**src/rtl/mbox_pkg.sv**
```systemverilog
// Shared sizing and state types for the WB<->SPI mailbox slot scheduler,
// common to the scheduler, the mailbox RAM and the WB/SPI front ends.
package mbox_pkg;

  localparam int SLOTS  = 16;
  localparam int AW     = $clog2(SLOTS);
  localparam int DW     = 41;
  localparam int RW_BIT = DW - 1;

  typedef enum logic [1:0] {FREE, QUEUED, ISSUED, DONE} slot_state_e;

  typedef enum logic [1:0] {R_IDLE, R_RD, R_HOLD} rsp_state_e;

endpackage

```
**src/rtl/mbox_tag_fifo.sv**
```systemverilog
// Synchronous tag FIFO used as the in-order SPI issue queue.
// The head reads as zero while empty so the issue tag never floats.
module mbox_tag_fifo
  import mbox_pkg::*;
#(
  parameter int DEPTH = SLOTS,
  parameter int W     = AW
) (
  input  logic         clk,
  input  logic         rst_n,
  input  logic         push,
  input  logic [W-1:0] push_data,
  input  logic         pop,
  output logic [W-1:0] head,
  output logic         empty
);

  localparam int PW = $clog2(DEPTH);

  logic [W-1:0]  mem [DEPTH];
  logic [PW-1:0] wr_ptr;
  logic [PW-1:0] rd_ptr;
  logic [PW:0]   count;
  logic          pop_ok;

  assign empty  = (count == '0);
  assign pop_ok = pop && !empty;
  assign head   = empty ? '0 : mem[rd_ptr];

  always_ff @(posedge clk) begin
    if (push) begin
      mem[wr_ptr] <= push_data;
    end
  end

  // Only one entry can exist per busy slot, so push never meets a full queue.
  always_ff @(posedge clk) begin
    if (!rst_n) begin
      wr_ptr <= '0;
      rd_ptr <= '0;
      count  <= '0;
    end else begin
      if (push) begin
        wr_ptr <= wr_ptr + 1'b1;
      end
      if (pop_ok) begin
        rd_ptr <= rd_ptr + 1'b1;
      end
      case ({push, pop_ok})
        2'b10:   count <= count + 1'b1;
        2'b01:   count <= count - 1'b1;
        default: count <= count;
      endcase
    end
  end

endmodule

```
**src/rtl/mbox_slot_scheduler.sv**
```systemverilog
// Slot allocator, in-order SPI issue queue and read-response engine for the
// 16-entry mailbox RAM. Define MBOX_SCHED_ERR_CHECK_EN for the sticky err_o flag.
module mbox_slot_scheduler #(
  parameter int SLOTS = mbox_pkg::SLOTS,
  parameter int AW    = mbox_pkg::AW,
  parameter int DW    = mbox_pkg::DW
) (
  input  logic             clk,
  input  logic             rst_n,
  input  logic             wb_req_valid,
  input  logic [DW-1:0]    wb_req_cmd,
  output logic             wb_req_ready,
  output logic [AW-1:0]    wb_req_tag,
  output logic             ram_we,
  output logic [AW-1:0]    ram_waddr,
  output logic [DW-1:0]    ram_wdata,
  output logic [AW-1:0]    ram_raddr,
  input  logic [DW-1:0]    ram_rdata,
  output logic             spi_issue_valid,
  output logic [AW-1:0]    spi_issue_tag,
  input  logic             spi_issue_ready,
  input  logic             spi_done_valid,
  input  logic [AW-1:0]    spi_done_tag,
  output logic             wb_rsp_valid,
  output logic [AW-1:0]    wb_rsp_tag,
  output logic [DW-1:0]    wb_rsp_data,
  input  logic             wb_rsp_ready,
  output logic [SLOTS-1:0] busy_mask,
  output logic             full,
  output logic             empty
`ifdef MBOX_SCHED_ERR_CHECK_EN
  ,
  output logic             err_o,
  input  logic             err_clr
`endif
);

  import mbox_pkg::*;

  slot_state_e      slot_st [SLOTS];
  logic [SLOTS-1:0] slot_rw;
  rsp_state_e       rsp_st;
  logic [AW-1:0]    rsp_tag_q;

  logic [AW-1:0]    free_idx;
  logic [AW-1:0]    done_idx;
  logic             any_done;
  logic             req_acc;
  logic             issue_acc;
  logic             done_ok;
  logic             rsp_acc;
  logic [AW-1:0]    fifo_head;
  logic             fifo_empty;

  // Lowest-index FREE and DONE slots, scanned from the top so index 0 wins.
  always_comb begin
    free_idx = '0;
    done_idx = '0;
    any_done = 1'b0;
    for (int i = SLOTS - 1; i >= 0; i--) begin
      if (slot_st[i] == FREE) begin
        free_idx = AW'(i);
      end
      if (slot_st[i] == DONE) begin
        done_idx = AW'(i);
        any_done = 1'b1;
      end
    end
  end

  always_comb begin
    busy_mask = '0;
    for (int i = 0; i < SLOTS; i++) begin
      busy_mask[i] = (slot_st[i] != FREE);
    end
  end

  assign full         = &busy_mask;
  assign empty        = ~|busy_mask;
  assign wb_req_ready = !full;
  assign wb_req_tag   = free_idx;
  assign req_acc      = wb_req_valid && wb_req_ready;

  assign ram_we    = req_acc;
  assign ram_waddr = free_idx;
  assign ram_wdata = req_acc ? wb_req_cmd : '0;

  assign spi_issue_valid = !fifo_empty;
  assign spi_issue_tag   = fifo_head;
  assign issue_acc       = spi_issue_valid && spi_issue_ready;
  assign done_ok         = spi_done_valid && (slot_st[spi_done_tag] == ISSUED);
  assign rsp_acc         = wb_rsp_valid && wb_rsp_ready;

  // The RAM sees the address during the idle cycle so data is ready in R_RD.
  assign ram_raddr  = (rsp_st == R_IDLE) ? done_idx : rsp_tag_q;
  assign wb_rsp_tag = rsp_tag_q;

  mbox_tag_fifo #(
    .DEPTH (SLOTS),
    .W     (AW)
  ) u_issue_fifo (
    .clk       (clk),
    .rst_n     (rst_n),
    .push      (req_acc),
    .push_data (free_idx),
    .pop       (issue_acc),
    .head      (fifo_head),
    .empty     (fifo_empty)
  );

  // Legal traffic never targets the same slot with two events in one cycle.
  always_ff @(posedge clk) begin
    if (!rst_n) begin
      for (int i = 0; i < SLOTS; i++) begin
        slot_st[i] <= FREE;
      end
      slot_rw <= '0;
    end else begin
      if (req_acc) begin
        slot_st[free_idx] <= QUEUED;
        slot_rw[free_idx] <= wb_req_cmd[DW-1];
      end
      if (issue_acc) begin
        slot_st[fifo_head] <= ISSUED;
      end
      if (done_ok) begin
        slot_st[spi_done_tag] <= slot_rw[spi_done_tag] ? DONE : FREE;
      end
      if (rsp_acc) begin
        slot_st[rsp_tag_q] <= FREE;
      end
    end
  end

  always_ff @(posedge clk) begin
    if (!rst_n) begin
      rsp_st       <= R_IDLE;
      rsp_tag_q    <= '0;
      wb_rsp_data  <= '0;
      wb_rsp_valid <= 1'b0;
    end else begin
      case (rsp_st)
        R_IDLE: begin
          if (any_done) begin
            rsp_tag_q <= done_idx;
            rsp_st    <= R_RD;
          end
        end
        R_RD: begin
          wb_rsp_data  <= ram_rdata;
          wb_rsp_valid <= 1'b1;
          rsp_st       <= R_HOLD;
        end
        R_HOLD: begin
          if (wb_rsp_ready) begin
            wb_rsp_valid <= 1'b0;
            rsp_st       <= R_IDLE;
          end
        end
        default: rsp_st <= R_IDLE;
      endcase
    end
  end

`ifdef MBOX_SCHED_ERR_CHECK_EN
  // A new error outranks a clear arriving in the same cycle.
  always_ff @(posedge clk) begin
    if (!rst_n) begin
      err_o <= 1'b0;
    end else if ((spi_done_valid && !done_ok) || (wb_rsp_ready && !wb_rsp_valid)) begin
      err_o <= 1'b1;
    end else if (err_clr) begin
      err_o <= 1'b0;
    end
  end
`endif

endmodule

```
**config.mk**
```make
export PLATFORM = sky130hd
export DESIGN_NAME = mbox_slot_scheduler
export DESIGN_NICKNAME = d
export VERILOG_FILES = /design/src/rtl/mbox_pkg.sv /design/src/rtl/mbox_tag_fifo.sv /design/src/rtl/mbox_slot_scheduler.sv
export SDC_FILE = /design/constraint.sdc
export NUM_CORES = 1
export LEC_CHECK = 0
export ABC_CLOCK_PERIOD_IN_PS = 3700
export CORE_MARGIN = 1.5
export CORE_UTILIZATION = 46
export DETAILED_ROUTE_END_ITERATION = 8
export PLACE_DENSITY_LB_ADDON = 0.3
export SLEW_MARGIN = 20
export SYNTH_ARGS = -nofsm -noshare
export SYNTH_HDL_FRONTEND = slang
export SYNTH_HIERARCHICAL = 1
export SYNTH_SLANG_ARGS = --single-unit
```
**constraint.sdc**
```tcl
create_clock -name clk -period 3.7 [get_ports clk]
set_input_delay 1.11 -clock clk [delete_from_list [all_inputs] [get_ports clk]]
set_output_delay 1.11 -clock clk [all_outputs]
set_load 0.02 [all_outputs]
```
==> metrics.md <==
| Metric | Value |
|---|---|
| Top-area cell type share of the netlist area | 24.93% |
| Final worst path period share | 98.21% |
| Top cells by area, synth | dfxtp_1 (25%), edfxtp_1 (21%), nand2_1 (6.7%) |
| Most common cell after layout, fill and taps aside | nand2_1 |
| Area Overhead vs Synth | 36.96% |
| Vias in the first global route | 7,683 |
| Status | finished clean |
| Worst Setup Slack, final | 0.06636 ns |
| Drt first pass iters | 5 |
| Met3 Use GR | 4.798% |
| RePlAce Congestion | 0.9707 |
| Clock skew | 0.009318 ns |
| Fin Hold WS | 0.4603 ns |
| Least-Margin Pin Slew | 0.8985 ns |
| Post-route minimum period | 3.634 ns |
| Number of synthesis warnings | 6 |
| Post-Synthesis Cells | 940 |
| Most frequent cells in the layout | nand2_1 (162), clkdlybuf4s50_1 (159), dfxtp_1 (109), buf_4 (73), edfxtp_1 (64) |
| Achievable Freq | 275.2 MHz |
| Total gr overflow | 0 |
| Worst-skew pair later-pin latency | 0.44 ns |
| Final hold vios | 0 |
| Post-Syn Area per Cell | 9.652 µm² |
| Ports | 216 |
| Die Height | 143.4 µm |
| Hold Path Class | flop to flop |
| Cell taking the most area after synthesis | dfxtp_1 |
| WS Path Type | flop to output pin |
| Cts-stage hold buffer count | 0 |
| GR Util met1 | 33.03% |
| Adder-cell share of the synthesized area | 1.241% |
| Core Util, Final | 64.05% |
| Normalized max-slew margin | 39.46% |
| Final antenna-violating net count | 0 |
| Routed WL | 27,110 µm |
| # H-tree levels | 4 |
| Power Total | 0.005712 W |
| Synth Area in Simple Gates | 23.45% |
| Syn nets | 1,041 |
| Remaining design rule violation count | 0 |
| Top FF cell, synth | dfxtp_1 |
| Number of flops mapped to enable cells by yosys | 64 |
| Die area | 0.02057 mm² |
| CTS Buffer Depth | 2 |
| Initial antenna violation count | 0 |
| Post-synthesis register bit count | 177 |
| Final Slew Violations | 0 |
| DR WL/cell | 18.47 µm |
| Pwr dens | 459.7 mW/mm² |
| Post-DP HPWL | 20,360 µm |
| CTS Sinks | 177 |
| CTS Root Cell | clkbuf_16 |
| Critical Path Fanout Max | 8 |
| Mapped cell area | 0.009072 mm² |
| Initial DRC Count | 726 |
| Main combinational cell family by area after synthesis | simple AND/OR/NAND/NOR gates |
| DR vias/cell | 5.574 |
| Area after DPL | 0.01185 mm² |
| Leak | 4.974 nW |
| Starting Density | 46.77% |
| Async SR Flop Fraction | 0% |
| WP data arrival | 2.52 ns |
| FP Rows | 51 |
| Vias | 8,183 |
| PortBufs | 215 |
| Crit start category | flop |
| Mux contribution to synthesized area | 9.461% |
| Core Area | 0.01940 mm² |
| GRT Max-Usage Layer | met2 |
| CTS Buf Count | 17 |
| Max-Cap Viols | 0 |
| Peak supply drop | 0.3619 mV |
| Final setup fails | 0 |
| Share of layout cells above drive strength 1 | 13.97% |
| Seq/Total Area, Yosys | 46.12% |
| Required time of the critical path | 2.59 ns |
| # nets final | 1,291 |
| Final instance area | 0.01243 mm² |
| Antenna diodes | 0 |
| First-pass GRT wire length | 40,930 µm |
| Gr usage total | 26.00% |
| Largest net degree at the start of global routing | 45 |
| Post-Synth XOR/XNOR Area | 0.7723% |
| CTS tree | built |
| CP Capture Type | output pin |
| Cell variety after synth | 74 |
| Die width | 143.4 µm |
| Dpl ws | -0.1033 ns |
| Met2 global-route usage | 43.40% |
| Complex-gate fraction of the synthesized area | 14.72% |
| Clock transition at path regs | 0.07 ns |
==> cell families (layout without fill, tap and decap cells) <==
family | count (synthesis) | after routing
AND/OR/NAND/NOR | 427 | 427
AO/OA/AOI/OAI | 187 | 187
flip-flops | 177 | 177
buffers and inverters | 83 | 346
multiplexers | 49 | 49
adder cells (fa/ha/maj) | 9 | 9
XOR/XNOR | 8 | 8
==> layer usage <==
metal  vias up  wire (µm)
li1       3894          -
met1      3927      11260
met2       299      13480
met3        63       1496
met4         0        880
met5         -          0
==> layout make-up <==
class	count	area, µm²
Clock buffer	18	429.2
Clock inverter	14	118.9
Fill cell	1640	6973
Inverter	24	90.09
Multi-Input combinational cell	680	4571
Sequential cell	177	4189
Tap cell	265	331.6
Timing Repair Buffer	290	2696
==> report_power, final <==
part | switching [W] | internal [W] | total [W]
sequential | 0.000104 | 0.00215 | 0.00226
combinational | 0.000975 | 0.000782 | 0.00176
clock | 0.000817 | 0.000881 | 0.00170
total | 0.00190 | 0.00382 | 0.00571
==> worst max-delay path, cell delays in order, from the launching register on <==
cell and delay [ns]:
dfxtp_1 0.31, buf_4 0.15, or2_1 0.26, nand2_1 0.09, a221oi_2 0.06, o41ai_2 0.41, a21oi_1 0.14, nor2_1 0.15
nor2_1 0.06, buf_4 0.16, clkdlybuf4s15_1 0.29
==> through the flow <==
stage,instances,TNS [ns]
after floorplan,940,0
after global placement,1434,-0.08678
after detailed placement,1434,-0.1480
after CTS,1466,-0.09428
after global routing,1468,-0.04387
final,1468,0
==> sequential cells by signal, indices dropped and copies added, names as in the netlist, named ones only <==
name / cells
rsp_st: 2
slot_rw: 16
slot_st: 32
u_issue_fifo/count: 5
u_issue_fifo/mem: 64
u_issue_fifo/rd_ptr: 4
u_issue_fifo/wr_ptr: 4
wb_rsp_data: 41
wb_rsp_tag: 4
wb_rsp_valid: 1
==> final timing paths <==
kind             startpoint                    end  slack [ns]  cells past startpoint
max          slot_st[14][1]          wb_req_tag[0]        0.07                     10
min             slot_rw[13]            slot_rw[13]        0.46                      2
max reg2reg  slot_st[15][0]  u_issue_fifo/count[4]        0.28                     13
min reg2reg     slot_rw[13]            slot_rw[13]        0.46                      2
==> timing repair <==
| item | 4_1_cts | 5_1_grt |
|---|---|---|
| resized for setup | 58 | 18 |
| pin swaps | 1 | 2 |
| buffers inserted | 0 | 2 |
| endpoints found under the setup margin | 55 | 51 |
==> cell usage after synthesis (14+ instances only) <==
cell / number
nand2_1: 163
o21ai_0: 14
a21boi_0: 53
nand3_1: 21
mux2i_1: 19
nor2_1: 61
clkbuf_1: 39
nor3_1: 17
a21oi_1: 32
inv_1: 24
mux4_2: 24
a211oi_1: 14
dfxtp_1: 113
edfxtp_1: 64
nor2b_1: 26
and2_1: 28
and3_1: 52
Note: power is estimated with default switching activity, not from simulation.
